$ cat src/rtl/stopwatch_pkg.sv
// Shared types, digit limits and saturating BCD step functions for the stopwatch.
package stopwatch_pkg;

   typedef enum logic [1:0] {IDLE, RUN, PAUSE, LIMIT} state_t;

   localparam logic [3:0]  D0_MAX  = 4'd9;
   localparam logic [3:0]  D1_MAX  = 4'd9;
   localparam logic [3:0]  D2_MAX  = 4'd5;
   localparam logic [3:0]  D3_MAX  = 4'd9;
   localparam logic [15:0] CNT_MAX = {D3_MAX, D2_MAX, D1_MAX, D0_MAX};
   localparam logic [15:0] CNT_MIN = 16'h0000;

   // Both functions saturate at the ends so the count can never wrap.
   function automatic logic [15:0] bcd_inc(input logic [15:0] c);
      logic [15:0] r;
      r = c;
      if (c != CNT_MAX) begin
         if (c[3:0] != D0_MAX) r[3:0] = c[3:0] + 4'd1;
         else begin
            r[3:0] = 4'd0;
            if (c[7:4] != D1_MAX) r[7:4] = c[7:4] + 4'd1;
            else begin
               r[7:4] = 4'd0;
               if (c[11:8] != D2_MAX) r[11:8] = c[11:8] + 4'd1;
               else begin
                  r[11:8]  = 4'd0;
                  r[15:12] = c[15:12] + 4'd1;
               end
            end
         end
      end
      return r;
   endfunction

   function automatic logic [15:0] bcd_dec(input logic [15:0] c);
      logic [15:0] r;
      r = c;
      if (c != CNT_MIN) begin
         if (c[3:0] != 4'd0) r[3:0] = c[3:0] - 4'd1;
         else begin
            r[3:0] = D0_MAX;
            if (c[7:4] != 4'd0) r[7:4] = c[7:4] - 4'd1;
            else begin
               r[7:4] = D1_MAX;
               if (c[11:8] != 4'd0) r[11:8] = c[11:8] - 4'd1;
               else begin
                  r[11:8]  = D2_MAX;
                  r[15:12] = c[15:12] - 4'd1;
               end
            end
         end
      end
      return r;
   endfunction

endpackage

$ cat src/rtl/stopwatch_ctrl_tick_gen.sv
// Tenth-second prescaler: tick is high combinationally on the last count of each period.
module tick_gen #(
   parameter int TICK_DIV = 5_000_000
) (
   input  logic clk,
   input  logic rst,
   input  logic clr,
   input  logic en,
   output logic tick
);

   localparam int            PW   = (TICK_DIV > 2) ? $clog2(TICK_DIV) : 1;
   localparam logic [PW-1:0] LAST = PW'(TICK_DIV - 1);

   logic [PW-1:0] r_cnt;

   always_ff @(posedge clk) begin
      if (rst || clr)
         r_cnt <= '0;
      else if (en)
         r_cnt <= (r_cnt == LAST) ? '0 : r_cnt + PW'(1);
   end

   assign tick = en && (r_cnt == LAST);

endmodule

$ cat src/rtl/stopwatch_ctrl.sv
// Stopwatch sequencing: button edge commands, run/pause/limit FSM, BCD count and lap freeze.
module stopwatch_ctrl
   import stopwatch_pkg::*;
#(
   parameter int TICK_DIV = 5_000_000
) (
   input  logic       clk,
   input  logic       rst,
   input  logic       btn_start,
   input  logic       btn_clear,
   input  logic       btn_lap,
   input  logic       up,
   output logic [3:0] d3,
   output logic [3:0] d2,
   output logic [3:0] d1,
   output logic [3:0] d0,
   output logic       running,
   output logic       at_limit,
   output logic       lap_active
);

   state_t      r_state;
   logic        r_start_q, r_clear_q, r_lap_q;
   logic [15:0] r_cnt, r_lap_val;
   logic        r_running, r_at_limit, r_lap_active;

   logic        w_cmd_clear, w_cmd_start, w_cmd_lap;
   logic        w_tick, w_presc_clr, w_presc_en;
   logic        w_start_blocked, w_tick_limit;
   logic [15:0] w_cnt_next;

   // One command per cycle: clear beats start beats lap.
   assign w_cmd_clear = btn_clear & ~r_clear_q;
   assign w_cmd_start = btn_start & ~r_start_q & ~w_cmd_clear;
   assign w_cmd_lap   = btn_lap & ~r_lap_q & ~w_cmd_clear & ~w_cmd_start;

   assign w_presc_clr     = w_cmd_clear | w_cmd_start;
   assign w_presc_en      = (r_state == RUN);
   assign w_start_blocked = up ? (r_cnt == CNT_MAX) : (r_cnt == CNT_MIN);
   assign w_cnt_next      = up ? bcd_inc(r_cnt) : bcd_dec(r_cnt);
   assign w_tick_limit    = up ? (w_cnt_next == CNT_MAX) : (w_cnt_next == CNT_MIN);

   tick_gen #(.TICK_DIV(TICK_DIV)) u_tick_gen (
      .clk  (clk),
      .rst  (rst),
      .clr  (w_presc_clr),
      .en   (w_presc_en),
      .tick (w_tick)
   );

   always_ff @(posedge clk) begin
      if (rst) begin
         r_state      <= IDLE;
         r_start_q    <= 1'b0;
         r_clear_q    <= 1'b0;
         r_lap_q      <= 1'b0;
         r_cnt        <= CNT_MIN;
         r_lap_val    <= CNT_MIN;
         r_running    <= 1'b0;
         r_at_limit   <= 1'b0;
         r_lap_active <= 1'b0;
      end else begin
         r_start_q <= btn_start;
         r_clear_q <= btn_clear;
         r_lap_q   <= btn_lap;
         if (w_cmd_clear) begin
            r_state      <= IDLE;
            r_cnt        <= CNT_MIN;
            r_running    <= 1'b0;
            r_at_limit   <= 1'b0;
            r_lap_active <= 1'b0;
         end else if (w_cmd_start) begin
            if (r_state == RUN) begin
               r_state      <= PAUSE;
               r_running    <= 1'b0;
               r_lap_active <= 1'b0;
            end else if (w_start_blocked) begin
               r_state      <= LIMIT;
               r_running    <= 1'b0;
               r_at_limit   <= 1'b1;
               r_lap_active <= 1'b0;
            end else begin
               r_state    <= RUN;
               r_running  <= 1'b1;
               r_at_limit <= 1'b0;
            end
         end else begin
            if (w_cmd_lap) begin
               if (r_state == RUN) begin
                  r_lap_active <= ~r_lap_active;
                  if (!r_lap_active) r_lap_val <= r_cnt;
               end else begin
                  r_lap_active <= 1'b0;
               end
            end
            // A tick reaching the end saturates here; the later lap clear overrides any toggle.
            if (w_tick) begin
               r_cnt <= w_cnt_next;
               if (w_tick_limit) begin
                  r_state      <= LIMIT;
                  r_running    <= 1'b0;
                  r_at_limit   <= 1'b1;
                  r_lap_active <= 1'b0;
               end
            end
         end
      end
   end

   assign {d3, d2, d1, d0} = r_lap_active ? r_lap_val : r_cnt;
   assign running          = r_running;
   assign at_limit         = r_at_limit;
   assign lap_active       = r_lap_active;

endmodule

$ cat config.mk
export PLATFORM = sky130hd
export DESIGN_NAME = stopwatch_ctrl
export DESIGN_NICKNAME = d
export VERILOG_FILES = /design/src/rtl/stopwatch_pkg.sv /design/src/rtl/stopwatch_ctrl_tick_gen.sv /design/src/rtl/stopwatch_ctrl.sv
export SDC_FILE = /design/constraint.sdc
export NUM_CORES = 1
export LEC_CHECK = 0
export ABC_AREA = 1
export CAP_MARGIN = 40
export CORE_ASPECT_RATIO = 1.25
export CORE_MARGIN = 3
export CORE_UTILIZATION = 35
export DETAILED_ROUTE_END_ITERATION = 10
export PLACE_DENSITY_LB_ADDON = 0.1
export SLEW_MARGIN = 30
export SYNTH_ARGS = -nofsm -noshare
export SYNTH_HDL_FRONTEND = slang
export SYNTH_HIERARCHICAL = 1
export SYNTH_SLANG_ARGS = --single-unit
$ cat constraint.sdc
create_clock -name clk -period 1.83 [get_ports clk]
set_input_delay 0.2745 -clock clk [delete_from_list [all_inputs] [get_ports clk]]
set_output_delay 0.2745 -clock clk [all_outputs]
set_load 0.005 [all_outputs]
==> reports/metrics.cfg, run 1 <==
[outcome]
status = finished, violations left
violations = setup timing

[grt]
antenna_found_initial = 0
grt-ovfl-total = 0
track_usage = 0.205
grt_pass1_wl_mm = 21.1
grt_pass1_vias = 4532
grt_max_degree = 19

[sta]
layout_min_cycle_time_ns = 2.08
slew_violations = 0
rsz0062_at_grt = true
tightest_slew_ns = 0.414
timing.hold.ws_ns = 0.461
finalCritPeriodShare = 1.13
relSlewSlack = 0.723
clock_skew_ns = 0.00763
hold_viol = 0
max_freq_mhz = 482
finalSetupViolations = 5
worst_slack_ns = -0.246

[route]
drt_iter0_markers = 273
drcViolationCount = 0
drt-total-wl_mm = 12.9
vias_per_cell = 5.02
vias = 4685
avgRoutedWirePerCell_um = 13.8
ant_nets = 0
first_pass_iters = 5

[logic_synthesis]
synthCells = 664
yosysWarnings = 6
ys_seq_area_frac = 0.310
synth_cell_types = 33
syn-num-nets = 675
synth-seq-cells = 63
synth_area_mm2 = 0.00406
avgSynthCellArea_um2 = 6.12

[pwr]
p_seq_frac = 0.397
p_clk_frac = 0.548
switching_share = 0.225
powerDensity_mw_per_mm2 = 577
p_leak_nw = 2.75
ir_worst_vdd_uv = 380
p_int_mw = 2.69
power_frac_comb = 0.055
p_sw_uw = 778

[worst_setup_path]
r2r_start = r_cnt[0]
critical_path_class = reg -> reg
crit_required_ns = 2.06
arrival_ns = 2.30
end_kind = flip-flop
critPathTopFamily = simple AND/OR/NAND/NOR gates
timing.reg2reg.setup_slack_ns = -0.25
crit_path_max_fanout = 8
cp-start-kind = flip-flop
r2r_end = running
r2r_cells = 17
cp_slowest_cell = dfxtp_2
path_buf_inv = 1
max_stage_delay_ns = 0.34
path_cells = buf_6 -> nor2_4 -> nand2_4 -> nor2_8 -> nand3_2 -> nand2_2 -> nand2_1 -> nand2_1 -> nand2_2 -> nor2_4 -> nand3_4 -> nor2_4 -> nand2_2 -> nand2_4 -> nand2_4 -> nand3_2 -> a21oi_2

[worst_hold_path]
hold_depth = 2
worstHoldStart = r_lap_val[14]
hold_path.class = reg -> reg
whs_endpoint = r_lap_val[14]

[clocking]
cts_buffer_depth = 2
htreeDepth = 3
clk_latency_ns = 0.34
cts-root-buf = clkbuf_16
cts_buffers = 9
hold_buffers = 0
cts_sinks = 63
clk_pin_slew_ns = 0.06
cts_tree = yes

[floorplanning]
ios = 25
row_count = 43
dieWidth_um = 102
die_area_mm2 = 0.0129
initial_core_util = 0.361
coreArea_mm2 = 0.0112
dieHeight_um = 126

[place]
place_ws_ns = -0.400
gp_congestion = 1.02
place_area_mm2 = 0.00529
hpwl_mm = 9.62
placement.io_buffers = 24

[finish]
nets = 805
syn2layout_area_growth_pct = 48.0
fin_util = 0.535
drive_gt1_frac = 0.328
diodes = 0
final_cell_area_mm2 = 0.00601
fillers = 1102

[run]
drv_cap = 0

[per-layer routing]
layer  part of all wire  vias up  GRT usage
li1                   -     2390          -
met1               0.40     2194      0.223
met2               0.54       74      0.377
met3              0.022       27     0.0358
met4              0.037        0     0.0942
met5                  0        -          0
[state kept, by name, indices dropped and copies added, names as in the netlist]
register          count
r_lap_q               1
lap_active            1
r_clear_q             1
at_limit              1
r_lap_val            16
u_tick_gen/r_cnt     23
r_state               2
r_cnt                16
running               1
r_start_q             1
[worst max path at each step]
stage	endpoint	slack [ns]	startpoint	cells after the start
6_report	running	-0.25	r_cnt[0]	17
5_1_grt	at_limit	-0.37	r_cnt[0]	16
4_1_cts	r_state[1]	-0.20	r_cnt[3]	16
3_5_place_dp	r_state[0]	-0.40	up	15
3_3_place_gp	r_state[0]	-0.36	up	15
2_1_floorplan	r_state[1]	-0.006	r_cnt[4]	17
[per-stage QoR]
step | power [mW] | cells | TNS, ns
finish | 3.47 | 934 | -1.14
global route | 3.59 | 934 | -1.87
CTS | 3.50 | 933 | -0.843
detailed placement | 1.59 | 912 | -2.13
global placement | 1.58 | 912 | -1.93
floorplan | 1.50 | 664 | -0.00756
[cells by family after synthesis]
group,after synthesis,synth area share
AO/OA/AOI/OAI,94,0.123
buffers and inverters,108,0.105
AND/OR/NAND/NOR,386,0.429
adder cells (fa/ha/maj),5,0.0154
flip-flops,63,0.310
XOR/XNOR,8,0.0172
[area by class of cell]
| type | count | area [um^2] | share of cell area |
|---|---|---|---|
| inverter | 87 | 338 | 0.0562 |
| multi-input combinational | 494 | 2720 | 0.452 |
| sequential | 63 | 1290 | 0.215 |
| timing repair buffer | 139 | 1160 | 0.194 |
| clock buffer | 10 | 239 | 0.0397 |
| tap | 135 | 169 | 0.0281 |
| clock inverter | 6 | 92.6 | 0.0154 |
[what timing repair did]
action,in CTS,in global routing
gates cloned,2,0
endpoints found under the setup margin,21,23
pin swaps,16,23
resized for setup,95,50
setup buffers,3,2
[tightest hold or removal path, stage by stage (launching register included)]
cell	delay (ns)
dfxtp_1	0.31
nand2_1	0.06
a21oi_1	0.05
[cells in the mapped netlist (all sizes together)]
cell / n / area share
nand2: 195 / 0.19
nor2: 104 / 0.12
inv: 85 / 0.079
dfxtp: 63 / 0.31
nand3: 51 / 0.067
a21oi: 42 / 0.052
o21ai: 40 / 0.049
nand4: 16 / 0.025
nor3: 16 / 0.022
clkbuf: 14 / 0.013
buf: 7 / 0.011
o211ai: 7 / 0.013
ha: 5 / 0.015
xor2: 5 / 0.011
nand3b: 3 / 0.0055
xnor2: 3 / 0.0065
clkinv: 2 / 0.0018
o21bai: 2 / 0.0046
o22ai: 2 / 0.0031
a31oi: 1 / 0.0015
or2: 1 / 0.0015
[cells in the final DEF (no fill, tap or decap), drive strengths merged]
cell / n
xnor2: 3
or2: 1
buf: 115
inv: 86
o22ai: 2
nor2: 105
dlymetal6s2s: 1
dfxtp: 63
nand3b: 3
dlygate4sd2: 15
nand3: 51
o211ai: 7
clkinv: 3
ha: 5
o21ai: 40
nand4: 16
xor2: 5
a31oi: 1
clkdlybuf4s50: 8
clkbuf: 10
nor3: 16
nand2: 195
a21oi: 42
o21bai: 2
bufinv: 2
clkinvlp: 2
[power by group through the flow]
stage | Clock [mW] | Combinational, mW | Sequential (mW)
global placement | 0 | 0.169 | 1.41
global route | 2.01 | 0.207 | 1.38
finish | 1.90 | 0.190 | 1.38
floorplan | 0 | 0.0834 | 1.41
detailed placement | 0 | 0.171 | 1.41
CTS | 1.94 | 0.181 | 1.38
(Power assumes the default switching activity.)
==> run 2, diff against run 1 <==
==> constraint.sdc (replaced) <==
create_clock -name clk -period 1.83 [get_ports clk]
set_input_delay 0.2745 -clock clk [delete_from_list [all_inputs] [get_ports clk]]
set_output_delay 0.2745 -clock clk [all_outputs]
set_load 0.02 [all_outputs]
==> run 2 against run 1 <==
  * The flow still finishes with violations (setup timing)
  * Global-route usage increased by 0.19 points
  * Cell area decreased by 2.9%
  * First-iteration DRC count decreased by 22%
  * Sequential power about the same
  * Highest routed layer unchanged
==> reports/metrics.cfg, run 2 (synthesized netlist as in run 1, its figures left out) <==
[sta]
max_freq_mhz = 476
rsz0062_at_grt = true
slew_violations = 0
hold_viol = 0
clock_skew_ns = 0.0101
layout_min_cycle_time_ns = 2.10
finalSetupViolations = 5
finalCritPeriodShare = 1.15
tightest_slew_ns = 0.349
relSlewSlack = 0.766
worst_slack_ns = -0.269
fin_setup_tns_ns = -1.29

[finish]
largest_reg_flops = 23
regMostFlops = u_tick_gen/r_cnt
drive_gt1_frac = 0.302
layout_commonest_cell = nand2_1
diodes = 0
nets = 811
most-common-layout-cells = 171 x nand2_1, 112 x buf_4, 78 x nor2_1
syn2layout_area_growth_pct = 43.7
fillers = 1151
largest_registers = u_tick_gen/r_cnt: 23 flops, r_cnt: 16 flops, r_lap_val: 16 flops

[clocking]
cts-root-buf = clkbuf_16
cts_buffers = 9
cts_buffer_depth = 2
htreeDepth = 3
cts_tree = yes
cts_sinks = 63
clk_pin_slew_ns = 0.06
clk_latency_ns = 0.33

[worst_setup_path]
timing.reg2reg.setup_slack_ns = -0.27
path_buf_inv = 3
crit_required_ns = 2.05
r2r_start = r_cnt[0]
crit_path_max_fanout = 6
arrival_ns = 2.32
cp_slowest_cell = dfxtp_2
max_stage_delay_ns = 0.33
r2r_end = running
end_kind = flip-flop
critPathTopFamily = simple AND/OR/NAND/NOR gates
path_cells = buf_12 -> nor2_4 -> nand2_8 -> nor2_8 -> buf_6 -> nand4_1 -> nand2_1 -> inv_1 -> nand2_2 -> nand3_2 -> nor2_4 -> nand3_1 -> nand2_2 -> nand2_4 -> nand3_2 -> a21oi_1
cp-start-kind = flip-flop
r2r_cells = 16
critical_path_class = reg -> reg

[grt]
grt.met3_usage = 0.0308
grt_use_met2 = 0.395
grt_max_degree = 37
grt-ovfl-total = 0
track_usage = 0.207
grt_busiest_layer = met2
antenna_found_initial = 0
met1_usage = 0.221
grt_pass1_wl_mm = 21.2
grt_pass1_vias = 4508

[route]
first_pass_iters = 5
vias_per_cell = 4.90
vias = 4602
avgRoutedWirePerCell_um = 13.7
ant_nets = 0
drt-total-wl_mm = 12.8
drt_iter0_markers = 214
drcViolationCount = 0

[place]
hpwl_mm = 9.90
placement.io_buffers = 24
gp_congestion = 0.931
place_ws_ns = -0.376

[worst_hold_path]
worstHoldStart = r_state[1]
hold_path.class = reg -> reg
whs_endpoint = r_state[1]
hold_depth = 2

[floorplanning]
die_area_mm2 = 0.0129
dieWidth_um = 102
row_count = 43
initial_core_util = 0.361
ios = 25
coreArea_mm2 = 0.0112
dieHeight_um = 126

[run]
drv_cap = 0

[pwr]
p_leak_nw = 2.71
powerDensity_mw_per_mm2 = 566
ir_worst_vdd_uv = 489

[outcome]
status = finished, violations left
violations = setup timing

## run 2: changes by cell type in the layout (fill, tap and decap cells not counted), moves of 4 or more
cell           previous run  this run
nor2_1                   73        78
buf_4                   108       112
nand3_4                   5         1
dfxtp_1                  46        51
clkbuf_2                  0         5
o21ai_2                  10         2
o21ai_1                  16        10
dlygate4sd2_1            15         7
o21ai_0                  14        28
dfxtp_4                   5         1
nand2_1                 165       171
nor2_4                   14         9
nand2_4                   9         5
## run 2: where the power goes
part	leakage, nW	total [mW]	internal, mW	switching [mW]
clock	0.147	1.74	1.06	0.671
sequential	0.515	1.38	1.38	0.00504
combinational	2.05	0.186	0.0783	0.108
total	2.71	3.31	2.52	0.784
## run 2: routing by layer
metal  wire length [um]  share of wire  up-vias
li1                   -              -     2384
met1               5010           0.39     2103
met2               7100           0.55       93
met3                391          0.030       22
met4                350          0.027        0
met5                  0              0        -
## run 2: area by class of cell
type	count	area (um^2)	area share
inverters	87	332	0.0568
well taps	135	169	0.0289
clock buffers	10	229	0.0392
clock inverters	6	70.1	0.0120
flip-flops and latches	63	1280	0.219
multi-input cells	494	2560	0.439
repair buffers	145	1200	0.205
## run 2: how the worst max path moves through the flow
| stage | startpoint | endpoint | slack (ns) | depth (start not counted) |
|---|---|---|---|---|
| final | r_cnt[0] | running | -0.27 | 16 |
| after floorplan | r_cnt[5] | running | -0.01 | 17 |
| after global routing | r_cnt[0] | at_limit | -0.41 | 17 |
| after CTS | r_cnt[2] | at_limit | -0.22 | 19 |
| after global placement | up | r_state[0] | -0.33 | 15 |
| after detailed placement | up | r_state[1] | -0.38 | 14 |
## run 2: what timing repair did
item	in CTS	in global routing
pin swaps	15	14
endpoints found under the hold margin	0	0
setup endpoints to repair	22	33
cloned	1	0
hold buffers	0	0
resized for setup	65	45
setup buffers	5	2
## run 2: metrics by stage
| step | utilization | area (um^2) | cells | hold WS (ns) | power, mW |
|---|---|---|---|---|---|
| 6_report | 0.519 | 5840 | 940 | 0.456 | 3.31 |
| 5_1_grt | 0.519 | 5840 | 940 | 0.474 | 3.44 |
| 4_1_cts | 0.515 | 5790 | 938 | 0.461 | 3.35 |
| 3_5_place_dp | 0.474 | 5340 | 916 | 0.451 | 1.60 |
| 3_3_place_gp | 0.474 | 5340 | 916 | 0.445 | 1.59 |
| 2_1_floorplan | - | 4100 | 664 | 0.399 | 1.50 |
## run 2: tightest hold or removal path, cell delays in order, from the launching register on
cell,delay (ns)
dfxtp_1,0.33
o21ai_1,0.06
inv_1,0.04
==> run 3, diff against run 2 <==
--- a/config.mk
+++ b/config.mk
@@ -6,7 +6,7 @@
 export NUM_CORES = 1
 export LEC_CHECK = 0
 export ABC_AREA = 1
-export CAP_MARGIN = 40
+export CAP_MARGIN = 20
 export CORE_ASPECT_RATIO = 1.25
 export CORE_MARGIN = 3
 export CORE_UTILIZATION = 35
==> results of run 3 <==
The final DEF is identical to that of run 2; final timing and power are the same.
